===== config.mk =====
export PLATFORM = sky130hd
export DESIGN_NAME = bnn_sample_sequencer
export DESIGN_NICKNAME = d
export VERILOG_FILES = /design/src/rtl/bnn_seq_pkg.sv /design/src/rtl/bnn_feat_packer.sv /design/src/rtl/bnn_sample_sequencer.sv
export SDC_FILE = /design/constraint.sdc
export NUM_CORES = 1
export LEC_CHECK = 0
export BUFFER_PORTS_ARGS = -buffer_cell sky130_fd_sc_hd__buf_2
export CORE_MARGIN = 10
export CORE_UTILIZATION = 54
export CTS_CLUSTER_DIAMETER = 50
export DETAILED_ROUTE_END_ITERATION = 16
export GPL_ROUTABILITY_DRIVEN = 0
export GPL_TIMING_DRIVEN = 0
export PLACE_DENSITY = 0.79
export SLEW_MARGIN = 20
export SYNTH_ARGS = -nofsm -noshare
export SYNTH_HDL_FRONTEND = slang
export SYNTH_SLANG_ARGS = --single-unit

===== constraint.sdc =====
create_clock -name clk -period 2.53 [get_ports clk]
set_input_delay 0.1265 -clock clk [delete_from_list [all_inputs] [get_ports clk]]
set_output_delay 0.1265 -clock clk [all_outputs]
set_load 0.03 [all_outputs]

===== src/rtl/bnn_seq_pkg.sv =====
// Shared definitions for the BNN sample sequencer: state encoding and the
// width/latency derivations reused by benches and classifier-side wrappers.
package bnn_seq_pkg;

  typedef enum logic [2:0] {
    ST_IDLE  = 3'd0,
    ST_LOAD  = 3'd1,
    ST_DRAIN = 3'd2,
    ST_KICK  = 3'd3,
    ST_RUN   = 3'd4,
    ST_OUT   = 3'd5
  } seq_state_t;

  // Width of a class index; a single-class classifier still needs one bit.
  function automatic int cls_bits(input int class_cnt);
    return (class_cnt <= 1) ? 1 : $clog2(class_cnt);
  endfunction

  // Fixed compute latency of the sequential classifier, in clock cycles.
  function automatic int wait_cycles(input int hidden_cnt, input int class_cnt);
    return hidden_cnt + class_cnt + 1;
  endfunction

endpackage


===== src/rtl/bnn_feat_packer.sv =====
// Beat counter plus insert register: places each accepted feature into the
// next lower slot so the first beat ends up in the most significant nibble.
module bnn_feat_packer
  import bnn_seq_pkg::*;
#(
  parameter int FEAT_CNT  = 11,
  parameter int FEAT_BITS = 4
) (
  input  logic                          clk,
  input  logic                          rst,
  input  logic                          clr,
  input  logic                          load,
  input  logic [FEAT_BITS-1:0]          data,
  output logic                          full,
  output logic [FEAT_BITS*FEAT_CNT-1:0] word
);

  localparam int IDX_BITS = (FEAT_CNT <= 1) ? 1 : $clog2(FEAT_CNT);

  logic [IDX_BITS-1:0]           idx_r;
  logic [FEAT_BITS*FEAT_CNT-1:0] word_r;

  // Accepted-beat index, restarted whenever the sequencer re-enters LOAD.
  always_ff @(posedge clk or negedge rst) begin
    if (!rst) begin
      idx_r <= '0;
    end else if (clr) begin
      idx_r <= '0;
    end else if (load) begin
      idx_r <= idx_r + IDX_BITS'(1);
    end else begin
      idx_r <= idx_r;
    end
  end

  // Insert the beat at the slot selected by the current index.
  always_ff @(posedge clk or negedge rst) begin
    if (!rst) begin
      word_r <= '0;
    end else if (load) begin
      for (int i = 0; i < FEAT_CNT; i++) begin
        if (idx_r == IDX_BITS'(i)) begin
          word_r[(FEAT_CNT-1-i)*FEAT_BITS +: FEAT_BITS] <= data;
        end
      end
    end else begin
      word_r <= word_r;
    end
  end

  assign full = (idx_r == IDX_BITS'(FEAT_CNT - 1));
  assign word = word_r;

endmodule


===== src/rtl/bnn_sample_sequencer.sv =====
// Streams one sample into the sequential BNN classifier, pulses its reset,
// waits out its compute latency and returns the class with an error flag.
module bnn_sample_sequencer
  import bnn_seq_pkg::*;
#(
  parameter  int FEAT_CNT   = 11,
  parameter  int FEAT_BITS  = 4,
  parameter  int HIDDEN_CNT = 40,
  parameter  int CLASS_CNT  = 6,
  localparam int CLS_BITS   = cls_bits(CLASS_CNT)
) (
  input  logic                          clk,
  input  logic                          rst,
  input  logic                          s_valid,
  output logic                          s_ready,
  input  logic [FEAT_BITS-1:0]          s_data,
  input  logic                          s_last,
  output logic [FEAT_BITS*FEAT_CNT-1:0] bnn_features,
  output logic                          bnn_rst,
  input  logic [CLS_BITS-1:0]           bnn_prediction,
  output logic                          m_valid,
  input  logic                          m_ready,
  output logic [CLS_BITS-1:0]           m_class,
  output logic                          m_err
);

  localparam int W       = wait_cycles(HIDDEN_CNT, CLASS_CNT);
  localparam int WC_BITS = $clog2(W + 1);

  seq_state_t         state_r;
  logic [WC_BITS-1:0] wait_cnt_r;
  logic               load_beat_s;
  logic               drain_beat_s;
  logic               clr_s;
  logic               full_s;

  assign load_beat_s  = s_valid & s_ready & (state_r == ST_LOAD);
  assign drain_beat_s = s_valid & s_ready & (state_r == ST_DRAIN);
  assign clr_s        = (state_r == ST_IDLE) | ((state_r == ST_OUT) & m_ready);

  bnn_feat_packer #(
    .FEAT_CNT  (FEAT_CNT),
    .FEAT_BITS (FEAT_BITS)
  ) u_packer (
    .clk  (clk),
    .rst  (rst),
    .clr  (clr_s),
    .load (load_beat_s),
    .data (s_data),
    .full (full_s),
    .word (bnn_features)
  );

  // Sequencer FSM; every output is registered alongside the next state.
  always_ff @(posedge clk or negedge rst) begin
    if (!rst) begin
      state_r    <= ST_IDLE;
      wait_cnt_r <= '0;
      s_ready    <= 1'b0;
      m_valid    <= 1'b0;
      m_class    <= '0;
      m_err      <= 1'b0;
      bnn_rst    <= 1'b1;
    end else begin
      case (state_r)
        ST_IDLE: begin
          state_r <= ST_LOAD;
          s_ready <= 1'b1;
          bnn_rst <= 1'b1;
        end
        ST_LOAD: begin
          if (load_beat_s && s_last && full_s) begin
            state_r <= ST_KICK;
            s_ready <= 1'b0;
          end else if (load_beat_s && s_last) begin
            state_r <= ST_OUT;
            s_ready <= 1'b0;
            m_valid <= 1'b1;
            m_class <= '0;
            m_err   <= 1'b1;
          end else if (load_beat_s && full_s) begin
            state_r <= ST_DRAIN;
          end else begin
            state_r <= ST_LOAD;
          end
        end
        ST_DRAIN: begin
          if (drain_beat_s && s_last) begin
            state_r <= ST_OUT;
            s_ready <= 1'b0;
            m_valid <= 1'b1;
            m_class <= '0;
            m_err   <= 1'b1;
          end else begin
            state_r <= ST_DRAIN;
          end
        end
        ST_KICK: begin
          state_r    <= ST_RUN;
          bnn_rst    <= 1'b0;
          wait_cnt_r <= '0;
        end
        ST_RUN: begin
          if (wait_cnt_r == WC_BITS'(W - 1)) begin
            state_r <= ST_OUT;
            bnn_rst <= 1'b1;
            m_valid <= 1'b1;
            m_class <= bnn_prediction;
            m_err   <= (bnn_prediction > CLS_BITS'(CLASS_CNT - 1));
          end else begin
            wait_cnt_r <= wait_cnt_r + WC_BITS'(1);
          end
        end
        ST_OUT: begin
          if (m_ready) begin
            state_r <= ST_LOAD;
            m_valid <= 1'b0;
            s_ready <= 1'b1;
          end else begin
            state_r <= ST_OUT;
          end
        end
        default: begin
          state_r    <= ST_IDLE;
          wait_cnt_r <= '0;
          s_ready    <= 1'b0;
          m_valid    <= 1'b0;
          m_class    <= '0;
          m_err      <= 1'b0;
          bnn_rst    <= 1'b1;
        end
      endcase
    end
  end

endmodule


# Word-level counts from Yosys, hierarchy flattened

Index checks and enable logic that the tools add are counted.

Logic and storage cells: 113
Input port bits: 12
Output and inout port bits: 51
Register bits: 64

$lt $le $gt $ge: 1
Bitwise operators: 10
Multiplexer cells: 30
Add/sub/neg operators: 2
Eq/ne operators: 23
Reductions and logical operators: 28

Operators with widths:

| operator                                      | number |
|---|---|
| two-way mux 3 bit                             | 9 |
| AND reduction 2 bit                           | 13 |
| case mux 3 bit (6 select lines)               | 1 |
| == test 4 x 3 -> 1 bit, second input constant | 4 |
| == test 4 bit, second input constant          | 3 |
| case mux 3 bit (4 select lines)               | 1 |
| case mux 6 bit (2 select lines)               | 1 |
| two-way mux 1 bit                             | 10 |
| case mux 1 bit (5 select lines)               | 2 |
| == test 4 x 2 -> 1 bit, second input constant | 2 |
| two-way mux 4 bit                             | 2 |
| inequality test 2 bit, second input constant  | 4 |
| adder 6 x 1 -> 6 bit, second input constant   | 1 |
| == test 3 x 2 -> 1 bit, second input constant | 2 |
| == test 3 bit, second input constant          | 2 |
| == test 6 bit, second input constant          | 1 |
| two-way mux 6 bit                             | 1 |
| AND reduction 6 bit                           | 1 |
| OR reduction 3 bit                            | 2 |
| inverter 1 bit                                | 5 |
| AND reduction 5 bit                           | 1 |
| adder 4 x 1 -> 4 bit, second input constant   | 1 |
| AND 1 bit                                     | 4 |
| == test 4 x 1 -> 1 bit, second input constant | 1 |
| 15 further kinds                              | 20 |

# Longest topological paths before layout

Gate-level depths: netlist (run 1).

Depth after elaboration: 7
Depth in mapped cells: 6
Gate-level depth less buffers: 5

# Hierarchy

A second synthesis (run 1) with hierarchy kept.

Cells, all modules: 234
Area, all modules: 2,981.6 um^2

Modules (own cells, without submodules):

| module               | cells each | seq. area each (um^2) | times used | area an instance (um^2) |
|---|---|---|---|---|
| bnn_feat_packer      | 128        | 1,201.2               | 1          | 2,014.4 |
| bnn_sample_sequencer | 106        | 401.6                 | 1          | 967.2 |

# Worst setup path before layout (run 1)

No wires, ideal clock.

Kind: reg2reg
Start: reg wait_cnt_r[0]
End: reg m_err
Path buffers: 0
Data required time: 2.405 ns
Data arrival time: 1.651 ns
Slack: 0.755 ns
Cell stages (with the launch flop): 6
Period minus slack after synthesis: 1.775 ns
Cell sequence: dfrtp_1 -> inv_1 -> ha_1 -> and2_4 -> a222oi_1 -> mux2_2

Word-level cells in the longest chain between the ends: 3

RTL lines:

| item                            | line                        | RTL |
|---|---|---|
| start, declared                 | bnn_sample_sequencer.sv:31  | `logic [WC_BITS-1:0] wait_cnt_r;` |
| start signal, assigned          | bnn_sample_sequencer.sv:111 | `wait_cnt_r <= wait_cnt_r + WC_BITS'(1);` |
| == test 6 bit                   | bnn_sample_sequencer.sv:104 | `if (wait_cnt_r == WC_BITS'(W - 1)) begin` |
| inequality test 2 bit (no line) | n/a                         |  |
| AND reduction 5 bit (no line)   | n/a                         |  |
| end signal, assigned            | bnn_sample_sequencer.sv:109 | `m_err <= (bnn_prediction > CLS_BITS'(CLASS_CNT - 1));` |
| end, declared                   | bnn_sample_sequencer.sv:24  | `output logic m_err` |

No other way between the ends.
A chain may end at the register's enable or synchronous reset.

# Worst setup path in the final report (run 1)

Start: reg u_packer.idx_r[0]
End: reg m_err

Word-level cells in the longest chain between the ends: 4

RTL lines:

| item                            | line                       | RTL |
|---|---|---|
| start, declared                 | bnn_feat_packer.sv:20      | `logic [IDX_BITS-1:0] idx_r;` |
| start signal, assigned          | bnn_feat_packer.sv:30      | `idx_r <= idx_r + IDX_BITS'(1);` |
| start signal, assigned          | bnn_feat_packer.sv:32      | `idx_r <= idx_r;` |
| == test 4 bit                   | bnn_feat_packer.sv:51      | `assign full = (idx_r == IDX_BITS'(FEAT_CNT - 1));` |
| logical AND 1 bit               | bnn_sample_sequencer.sv:72 | `if (load_beat_s && s_last && full_s) begin` |
| inequality test 2 bit (no line) | n/a                        |  |
| AND reduction 5 bit (no line)   | n/a                        |  |

No other way between the ends.

==> results of run 1 <==
[power groups by stage]
stage          logic, mW  registers [mW]  clock network (mW)
2_1_floorplan    0.00993            1.04                   0
3_3_place_gp      0.0459            1.04                   0
3_5_place_dp      0.0469            1.04                   0
4_1_cts           0.0484            1.02               0.857
5_1_grt           0.0533            1.02               0.904
6_report          0.0462            1.02               0.838
[registers in the layout, summed over array words and instances (netlist names)]
name and count:
s_ready 1, u_packer.word 44, m_class 3, bnn_rst 1, m_err 1, m_valid 1
u_packer.idx_r 4, wait_cnt_r 6, state_r 3
[worst max-delay path: cells and delay by family, from the launching register on]
kind / cells / cell delay, ps
AO/OA/AOI/OAI: 2 / 730
adder cells (fa/ha/maj): 1 / 280
buffers and inverters: 1 / 150
flip-flops: 1 / 410
multiplexers: 1 / 400
[final cells by class]
| cell class | instances | area (µm²) |
|---|---|---|
| fillers | 392 | 1649 |
| flip-flops and latches | 64 | 1603 |
| multi-input cells | 154 | 1231 |
| repair buffers | 63 | 322.8 |
| clock buffers | 12 | 145.1 |
| well taps | 70 | 87.58 |
| plain buffers | 13 | 53.80 |
| clock inverters | 3 | 42.54 |
| inverters | 10 | 37.54 |
[per-stage QoR]
stage | hold slack (ps) | area, µm² | setup WS [ps] | utilization | cells
after floorplan | -169.1 | 2925 | 754.6 | - | 241
after global placement | 352.7 | 3323 | 494.4 | 0.6425 | 373
after detailed placement | 259.7 | 3326 | 451.2 | 0.6430 | 373
after CTS | 6.186 | 3523 | 442.9 | 0.6812 | 389
after global routing | 12.00 | 3523 | 310.9 | 0.6812 | 389
final | 10.11 | 3523 | 445.7 | 0.6812 | 389
[layout by cell type (no fill, tap or decap), types with 2 or more instances in the layout]
master,count
sky130_fd_sc_hd__clkbuf_1,13
sky130_fd_sc_hd__dfrtp_1,63
sky130_fd_sc_hd__a21oi_1,12
sky130_fd_sc_hd__mux2_2,45
sky130_fd_sc_hd__ha_1,6
sky130_fd_sc_hd__buf_2,62
sky130_fd_sc_hd__and4bb_2,2
sky130_fd_sc_hd__nor2b_1,3
sky130_fd_sc_hd__buf_4,2
sky130_fd_sc_hd__nor3_1,3
sky130_fd_sc_hd__and3_1,4
sky130_fd_sc_hd__o2bb2ai_1,3
sky130_fd_sc_hd__mux2i_1,2
sky130_fd_sc_hd__a211o_1,2
sky130_fd_sc_hd__inv_1,10
sky130_fd_sc_hd__nor2_1,8
sky130_fd_sc_hd__o21ai_0,6
sky130_fd_sc_hd__xor2_1,2
sky130_fd_sc_hd__clkbuf_8,10
sky130_fd_sc_hd__nand2b_1,3
sky130_fd_sc_hd__nand2_1,18
sky130_fd_sc_hd__nand3_1,7
sky130_fd_sc_hd__a22o_1,4
sky130_fd_sc_hd__nand4_1,2
sky130_fd_sc_hd__o32ai_1,2
[cell families after synthesis]
logic type | count (synthesis)
DFF | 64
AOI/OAI and AO/OA | 39
xor gates and xnor gates | 3
buffers and inverters | 23
adders and majority gates | 6
muxes | 47
and+or+nand+nor | 59
[per-layer routing]
metal  track usage  vias up  wire length [µm]
li1              -     1018                 -
met1        0.1894     1023              2825
met2        0.2430       65              3089
met3       0.05356       13               469
met4       0.09367        0               157
met5             0        -                 0
[worst paths after layout]
check                                                   start                       endpoint  slack [ps]
worst min-delay path                        bnn_prediction[0]         m_class[0]$_DFFE_PN0P_          10
max in group asynchronous                                 rst  u_packer.idx_r[1]$_DFFE_PN0P_        1580
worst max register to register  u_packer.idx_r[0]$_DFFE_PN0P_              m_err$_DFFE_PN0P_         450
min in group asynchronous                                 rst  u_packer.word[37]$_DFFE_PN0P_         430
worst min register to register         m_class[2]$_DFFE_PN0P_         m_class[2]$_DFFE_PN0P_         500
worst max-delay path            u_packer.idx_r[0]$_DFFE_PN0P_              m_err$_DFFE_PN0P_         450
==> metrics.txt, run 1 <==
power dissipated by switching net loads approximately 400 µW; Seq pwr share 0.536; Post-Synth XOR/XNOR Area 0.008982; Lkg Pwr 1.924 nW; starting density of the core 0.5656; fin. max-slew vios 0; FFs w/ async S/R, synth 1.000; most common cell in the netlist sky130_fd_sc_hd__dfrtp_1; cells traversed along the worst timing path inv_1 > ha_1 > a21oi_1 > a222oi_1 > mux2_2; instance count along the most critical hold path 2; ratio of routed vias to standard cells 5.447; post-synthesis simple-gate area fraction 0.1125; vias in the first global route 2,233; Vert. Die Dim around 94 µm; worst min path class input pin to flop; number of top-level pins 63; endpoints failing hold 0; residual overflow from global routing 0; post-synthesis compound-gate area fraction 0.09367; total detailed-routing wirelength between 6 and 7 mm; CTS max path bufs 2; Yosys warning count 0; synth-to-layout area growth 20.44%; total power 1.908 mW; flip-flop cell with the highest count after synthesis sky130_fd_sc_hd__dfrtp_1; Adder-Cell Fraction of Synth Area 0.02566; pin count of the biggest net entering global routing 65; number of input and output port buffers inserted 62; die width roughly 94 µm; Die Outline Area between 8000 and 9000 µm²; Total Nets Final 333; Synth area leader sky130_fd_sc_hd__dfrtp_1; wire length of the first global-routing pass approximately 11 mm; startpoint types flop; initial antenna violation count 0; worst stage delay on the critical path 570 ps; share of synthesized area occupied by flip-flops and latches 0.5479; ratio of cells with drive above 1 in the final layout 0.4044; type of the setup path with the least slack flop to flop; detailed router's first-iteration violation count 167; clock insertion delay at the later pin of the skew report 330 ps; biggest area contributors in the synthesized netlist sky130_fd_sc_hd__dfrtp_1 (54%), sky130_fd_sc_hd__mux2_2 (17%), sky130_fd_sc_hd__ha_1 (2.6%); switching share of power 0.2092; total DRC errors in the routed layout 0; number of sinks handled by clock tree synthesis 64; number of distinct standard cells referenced by the synthesized netlist 45; Worst VDD drop 0.0003896 V; final-layout setup total negative slack 0 ps; share of power burned in the clock network 0.439; clock tree from TritonCTS done; multiplexer share of the synthesized area 0.1801; main combinational cell family by area after synthesis multiplexers; synthesized area 2925 µm²; most numerous cell types in the synthesized netlist sky130_fd_sc_hd__dfrtp_1 (63), sky130_fd_sc_hd__mux2_2 (45), sky130_fd_sc_hd__nand2_1 (18); Max Clock Skew 6.750 ps; cell with the biggest individual delay on the critical path sky130_fd_sc_hd__a222oi_1; Core ar. slightly above 5000 µm²; buffers inserted by post-CTS timing repair 0; final count of negative-setup-slack endpoints 0; CP Data Arrival Time 2310 ps; Min Clock Period, post-route 2084 ps; clock-pin slew reported for the worst setup and hold paths after clock tree synthesis 60 ps; depth of the worst register-to-register path 5; count of cells resized by post-cts repair 0; number of buffers created by CTS 9; flops & latches, synth 64; total internal power ~1.5 mW; first-pass detailed-route iteration total 5; max-capacitance violation count 0; status complete, no violations; unrepaired setup endpoints after global routing false; highest attainable clock frequency about 0.48 GHz; Comb pwr share 0.024; final routed wire length divided by cell count approximately 17 µm; number of hold buffers added after CTS 1; number of enable-type register cells in the synthesized netlist 0; net count after synthesis 259; number of antenna repair diodes 0; antenna-violating nets left 0; H-Tree Level Count 3; number of rows in the core area 26; half-perimeter wire length after detailed placement between 4 and 5 mm; endpoint required time on the critical path 2750 ps; largest fanout of any net on the critical path 4; mean instance size in the synthesized netlist ~12 µm²; final critical-path share of the clock period 0.8238; root buf cell sky130_fd_sc_hd__clkbuf_8; portion of synthesized cell area occupied by the leading cell type 0.5389; Post-Synthesis Cells 241; total vias in the final route 2,119; Total GRT Usage 0.1584; CP endpoint kind flop; worst-margin pin slew slightly below 800 ps; power per cell area 541.6 nW/µm²; Rel. slew slack 0.4761
Power figures use the tool's default switching activity.
==> run 2: changes to the inputs <==
- CORE_UTILIZATION: 54 -> 49
- PLACE_DENSITY: 0.79 -> 0.76
- clock period: 2.53 -> 1.9 ns (I/O delays scaled with it)
==> run 2 against run 1 <==
  * Maximum frequency is 11% higher
  * Setup slack worse by 430 ps
  * Flip-flop and latch count did not move
  * Final cell count is 3.3% higher
  * Clock power increased by 34%
  * Sequential share of layout area decreased by 1.2 points
  * Non-clock buffer count increased by 8
  * Hold slack about the same
  * Clock skew is 2.3 ps higher
==> metrics.txt, run 2 (synthesis results as in run 1) <==
post-route cell area 3618 µm² (was 3523 µm²); total vias in the final route 2,232 (was 2,119); wire length of the first global-routing pass 11.72 mm (was 10.94 mm); Rel. slew slack 0.4663 (was 0.4761); endpoints failing hold 0 (unchanged); Core ar. 5851 µm² (was 5172 µm²); CTS max path bufs 2 (unchanged); synth-to-layout area growth 23.70% (was 20.44%); final-layout setup total negative slack 0 ps (unchanged); first-pass detailed-route iteration total 5 (unchanged); Largest register FFs 44 (unchanged); residual overflow from global routing 0 (unchanged); number of input and output port buffers inserted 62 (unchanged); CP Data Arrival Time 2110 ps (was 2310 ps); clock insertion delay at the later pin of the skew report 340 ps (was 330 ps); fin. max-slew vios 0 (unchanged); Worst VDD drop 0.0004606 V (was 0.0003896 V); number of buffers created by CTS 9 (unchanged); power per cell area 705.3 nW/µm² (was 541.6 nW/µm²); root buf cell sky130_fd_sc_hd__clkbuf_8 (unchanged); Lkg Pwr 1.969 nW (was 1.924 nW); antenna-violating nets left 0 (unchanged); most common cell after layout, fill and taps aside sky130_fd_sc_hd__dfrtp_1 (unchanged); number of antenna repair diodes 0 (unchanged); largest fanout of any net on the critical path 9 (was 4); Vert. Die Dim 97.27 µm (was 93.60 µm); final critical-path share of the clock period 0.9907 (was 0.8238); Placed Area 3332 µm² (was 3326 µm²); top layer reached by signal wires met4 (unchanged); Total Nets Final 341 (was 333); vias in the first global route 2,422 (was 2,233); share of the core filled with cells in the final layout 0.6185 (was 0.6812); ratio of cells with drive above 1 in the final layout 0.4312 (was 0.4044); Die Outline Area 9460 µm² (was 8761 µm²); detailed router's first-iteration violation count 97 (was 167); worst-margin pin slew 800.6 ps (was 785.8 ps); worst min path class input pin to flop (unchanged); number of top-level pins 63 (unchanged); Total GRT Usage 0.1503 (was 0.1584); status complete, no violations (unchanged); initial antenna violation count 0 (unchanged); M1 WL 2.929 mm (was 2.825 mm); highest attainable clock frequency 0.5313 GHz (was 0.4798 GHz); detailed route wirelength on metal2 3.524 mm (was 3.089 mm); unrepaired setup endpoints after global routing true (was false); ratio of routed vias to standard cells 5.552 (was 5.447); half-perimeter wire length after detailed placement 5.034 mm (was 4.842 mm); most frequent cells in the layout sky130_fd_sc_hd__dfrtp_1 (63), sky130_fd_sc_hd__buf_2 (62), sky130_fd_sc_hd__mux2_2 (45) (unchanged); H-Tree Level Count 3 (unchanged); pin count of the biggest net entering global routing 65 (unchanged); clock-pin slew reported for the worst setup and hold paths after clock tree synthesis 70 ps (was 60 ps); Min Clock Period, post-route 1882 ps (was 2084 ps); total DRC errors in the routed layout 0 (unchanged); depth of the worst register-to-register path 6 (was 5); WHS 10.37 ps (was 10.11 ps); Max Clock Skew 9.002 ps (was 6.750 ps); endpoint required time on the critical path 2120 ps (was 2750 ps); startpoint types flop (unchanged); instance count along the most critical hold path 2 (unchanged); CP endpoint kind flop (unchanged); starting density of the core 0.5000 (was 0.5656); number of sinks handled by clock tree synthesis 64 (unchanged); max-capacitance violation count 0 (unchanged); die width 97.27 µm (was 93.60 µm); final routed wire length divided by cell count 17.77 µm (was 16.81 µm); final count of negative-setup-slack endpoints 0 (unchanged); number of rows in the core area 28 (was 26); type of the setup path with the least slack flop to flop (unchanged); clock tree from TritonCTS done (unchanged); total detailed-routing wirelength 7.145 mm (was 6.541 mm); detailed-routed wire length on met3 592 µm (was 469 µm)
==> run 2: what timing repair did <==
| action | CTS | global route |
|---|---|---|
| gates resized for setup | 0 | 10 |
| setup buffers | 2 | 0 |
| pin swaps | 1 | 1 |
| hold buffers | 7 | 0 |
| hold endpoints to repair | 69 | 0 |
| setup endpoints to repair | 2 | 32 |
==> run 2: final timing paths <==
check	startpoint	endpoint	slack, ps
max	state_r[1]$_DFFE_PN0N_	u_packer.word[15]$_DFFE_PN0P_	20
min	bnn_prediction[2]	m_class[2]$_DFFE_PN0P_	10
max reg2reg	state_r[1]$_DFFE_PN0N_	u_packer.word[15]$_DFFE_PN0P_	20
min reg2reg	u_packer.word[23]$_DFFE_PN0P_	u_packer.word[23]$_DFFE_PN0P_	500
max in group asynchronous	rst	u_packer.word[6]$_DFFE_PN0P_	990
min in group asynchronous	rst	m_class[2]$_DFFE_PN0P_	390
==> run 2: worst max-delay path, stage by stage, from the launching register on <==
cell	delay [ps]
sky130_fd_sc_hd__dfrtp_1	350
sky130_fd_sc_hd__buf_2	160
sky130_fd_sc_hd__and4bb_2	310
sky130_fd_sc_hd__buf_4	160
sky130_fd_sc_hd__and4b_2	290
sky130_fd_sc_hd__nand2_1	170
sky130_fd_sc_hd__mux2_2	320
==> run 2: per-stage QoR <==
stage / total power, mW / setup slack (ps) / instances
6_report: 2.552 / 17.66 / 402
5_1_grt: 2.641 / -27.19 / 402
4_1_cts: 2.581 / -7.515 / 402
3_5_place_dp: 1.452 / -90.21 / 378
3_3_place_gp: 1.450 / -78.52 / 378
2_1_floorplan: 1.402 / 124.6 / 241
==> run 2: area by class of cell <==
cell class                      count  area, µm²
Fill cell                         490       2232
Inverter                           10      37.54
Clock inverter                      6      61.31
Multi-Input combinational cell    154       1245
Tap cell                           75      93.84
Sequential cell                    64       1603
Timing Repair Buffer               71      397.9
Buffer                             13      56.30
Clock buffer                        9      123.9
==> run 2: where the power goes <==
| group | total, mW | switching [mW] | internal (mW) |
|---|---|---|---|
| sequential | 1.36 | 0 | 1.36 |
| combinational | 0.0731 | 0.0515 | 0.0216 |
| clock | 1.12 | 0.524 | 0.593 |
| total | 2.55 | 0.576 | 1.98 |
==> run 2: routing by layer <==
layer | vias up | GRT usage
met3 | 12 | 0.06330
met4 | 0 | 0.05928
met2 | 88 | 0.2531
met1 | 1100 | 0.1638
li1 | 1032 | -
met5 | - | 0
==> run 3: changes to the inputs <==
- CORE_UTILIZATION: 49 -> 35
- HOLD_SLACK_MARGIN: default -> 0.12
- PLACE_DENSITY: 0.76 -> default
==> run 3 against run 2 <==
  * Flip-flop and latch count stayed put
  * Clock power rose by 15%
  * Via count shrank 3.0%
  * Sequential share of layout area down 1.3 points
  * Critical path type unchanged
  * Largest cell class unchanged
  * Largest power group unchanged
==> metrics.txt, run 3 (synthesis results as in run 1) <==
status complete, no violations (unchanged); power per cell area 733.7 nW/µm² (was 705.3 nW/µm²); Top delay family on crit path flip-flops (was simple AND/OR/NAND/NOR gates); worst stage delay on the critical path 430 ps (was 350 ps); detailed router's first-iteration violation count 59 (was 97); cells traversed along the worst timing path inv_1 > ha_1 > and2_4 > a222oi_1 > buf_4 > mux2_2 (was buf_2 > and4bb_2 > buf_4 > and4b_2 > nand2_1 > mux2_2); type of the setup path with the least slack flop to flop (unchanged); Die Outline Area 12,410 µm² (was 9460 µm²); clock-pin slew reported for the worst setup and hold paths after clock tree synthesis 70 ps (about the same); total vias in the final route 2,166 (was 2,232); worst-margin pin slew 545.7 ps (was 800.6 ps); H-Tree Level Count 3 (unchanged); clock tree from TritonCTS done (unchanged); endpoints failing hold 0 (unchanged); Total GRT Usage 0.1176 (was 0.1503); total detailed-routing wirelength 7.303 mm (was 7.145 mm); starting density of the core 0.3578 (was 0.5000); CP Data Arrival Time 2060 ps (was 2110 ps); Max Clock Skew 8.066 ps (was 9.002 ps); total power 2.732 mW (was 2.552 mW); Multi-input gate area 1240 µm² (was 1245 µm²); CP endpoint kind flop (unchanged); max-capacitance violation count 0 (unchanged); Min Clock Period, post-route 1842 ps (was 1882 ps); number of buffers created by CTS 9 (unchanged); Largest register FFs 44 (unchanged); most common cell after layout, fill and taps aside sky130_fd_sc_hd__dfrtp_1 (unchanged); die width 111.4 µm (was 97.27 µm); unrepaired setup endpoints after global routing true (unchanged); total DRC errors in the routed layout 0 (unchanged); number of antenna repair diodes 0 (unchanged); highest attainable clock frequency 0.5429 GHz (was 0.5313 GHz); most frequent cells in the layout sky130_fd_sc_hd__dfrtp_1 (63), sky130_fd_sc_hd__buf_2 (62), sky130_fd_sc_hd__mux2_2 (45) (unchanged); CTS max path bufs 2 (unchanged); residual overflow from global routing 0 (unchanged); Placed Area 3397 µm² (was 3332 µm²); vias in the first global route 2,343 (was 2,422); CP Buf/Inv Count 2 (unchanged); synth-to-layout area growth 27.29% (was 23.70%); initial antenna violation count 0 (unchanged); Lkg Pwr 2.002 nW (was 1.969 nW); Rel. slew slack 0.6362 (was 0.4663); startpoint types flop (unchanged); Register Area 1603 µm² (unchanged); number of rows in the core area 33 (was 28); ratio of routed vias to standard cells 4.979 (was 5.552); wire length of the first global-routing pass 12.07 mm (was 11.72 mm); worst min path class input pin to flop (unchanged); Vert. Die Dim 111.4 µm (was 97.27 µm); endpoint required time on the critical path 2120 ps (about the same); final routed wire length divided by cell count 16.79 µm (was 17.77 µm); pin count of the biggest net entering global routing 49 (was 65); half-perimeter wire length after detailed placement 5.301 mm (was 5.034 mm); largest fanout of any net on the critical path 6 (was 9); Fill cells 772 (was 490); Total Nets Final 343 (was 341); final count of negative-setup-slack endpoints 0 (unchanged); fin. max-slew vios 0 (unchanged); ratio of cells with drive above 1 in the final layout 0.4303 (was 0.4312); cell with the biggest individual delay on the critical path sky130_fd_sc_hd__dfrtp_1 (unchanged); number of sinks handled by clock tree synthesis 64 (unchanged); antenna-violating nets left 0 (unchanged); final critical-path share of the clock period 0.9695 (was 0.9907); Worst VDD drop 0.0005335 V (was 0.0004606 V); first-pass detailed-route iteration total 4 (was 5); Core ar. 8175 µm² (was 5851 µm²); root buf cell sky130_fd_sc_hd__clkbuf_8 (unchanged); clock insertion delay at the later pin of the skew report 330 ps (was 340 ps); number of input and output port buffers inserted 62 (unchanged); post-route cell area 3724 µm² (was 3618 µm²); number of top-level pins 63 (unchanged)
## run 3: cell count changes in the layout (fill, tap and decap cells not counted)
cell,previous run,this run
sky130_fd_sc_hd__nand2_2,4,2
sky130_fd_sc_hd__buf_16,0,1
sky130_fd_sc_hd__inv_2,0,1
sky130_fd_sc_hd__clkinv_4,1,0
sky130_fd_sc_hd__clkbuf_8,9,10
sky130_fd_sc_hd__inv_1,10,9
sky130_fd_sc_hd__nand2_1,14,16
sky130_fd_sc_hd__bufinv_16,1,2
sky130_fd_sc_hd__dlygate4sd3_1,7,8
## run 3: cell type report
class                   count  area share
flip-flops and latches     64      0.4304
well taps                 105     0.03528
clock inverters             6     0.02218
repair buffers             73      0.1169
plain buffers              13     0.01512
clock buffers              10     0.03696
multi-input cells         154      0.3330
inverters                  10     0.01008
## run 3: per-layer routing
| metal | track usage | wire length (µm) |
|---|---|---|
| met5 | 0 | 0 |
| met2 | 0.1973 | 3717 |
| met1 | 0.1334 | 3155 |
| met4 | 0.03942 | 43 |
| met3 | 0.04670 | 387 |
## run 3: path summary, 6_finish.rpt
check | slack [ps] | end | from | cells after the start
max | 60 | m_err$_DFFE_PN0P_ | wait_cnt_r[0]$_DFFE_PN0P_ | 6
min | 140 | state_r[0]$_DFFE_PN0N_ | s_last | 3
max reg2reg | 60 | m_err$_DFFE_PN0P_ | wait_cnt_r[0]$_DFFE_PN0P_ | 6
min reg2reg | 500 | m_class[0]$_DFFE_PN0P_ | m_class[0]$_DFFE_PN0P_ | 1
max in group asynchronous | 1220 | u_packer.idx_r[2]$_DFFE_PN0P_ | rst | 3
min in group asynchronous | 170 | m_class[2]$_DFFE_PN0P_ | rst | 2
## run 3: worst min-delay path, delay by kind of cell
family | cells | cell delay, ps
AO/OA/AOI/OAI | 1 | 140
buffers and inverters | 1 | 100
AND/OR/NAND/NOR | 1 | 100
## run 3: repair_timing
| action | in CTS | in global routing |
|---|---|---|
| hold buffers | 8 | 0 |
| endpoints found under the hold margin | 71 | 0 |
| resized for setup | 0 | 9 |
| pin swaps | 1 | 1 |
| endpoints found under the setup margin | 4 | 18 |
| buffers inserted | 1 | 1 |
## run 3: power breakdown
part / switching (mW) / leakage (nW) / internal [mW]
Clock: 0.521 / 0.112 / 0.767
Sequential: 0 / 0.881 / 1.36
Combinational: 0.0529 / 1.01 / 0.0289
Total: 0.574 / 2.00 / 2.16
## run 3: per-stage QoR
stage               hold slack (ps)  std cells    util  TNS (ps)  setup WS, ps
global route                  170.3        435  0.4555    -58.25        -20.91
floorplan                    -200.6        241       -         0         124.6
finish                        144.4        435  0.4555         0         57.98
detailed placement           -15.18        409  0.4155    -189.1        -189.1
CTS                           134.7        434  0.4532         0        0.8231
global placement              315.7        408  0.4118    -142.9        -142.9
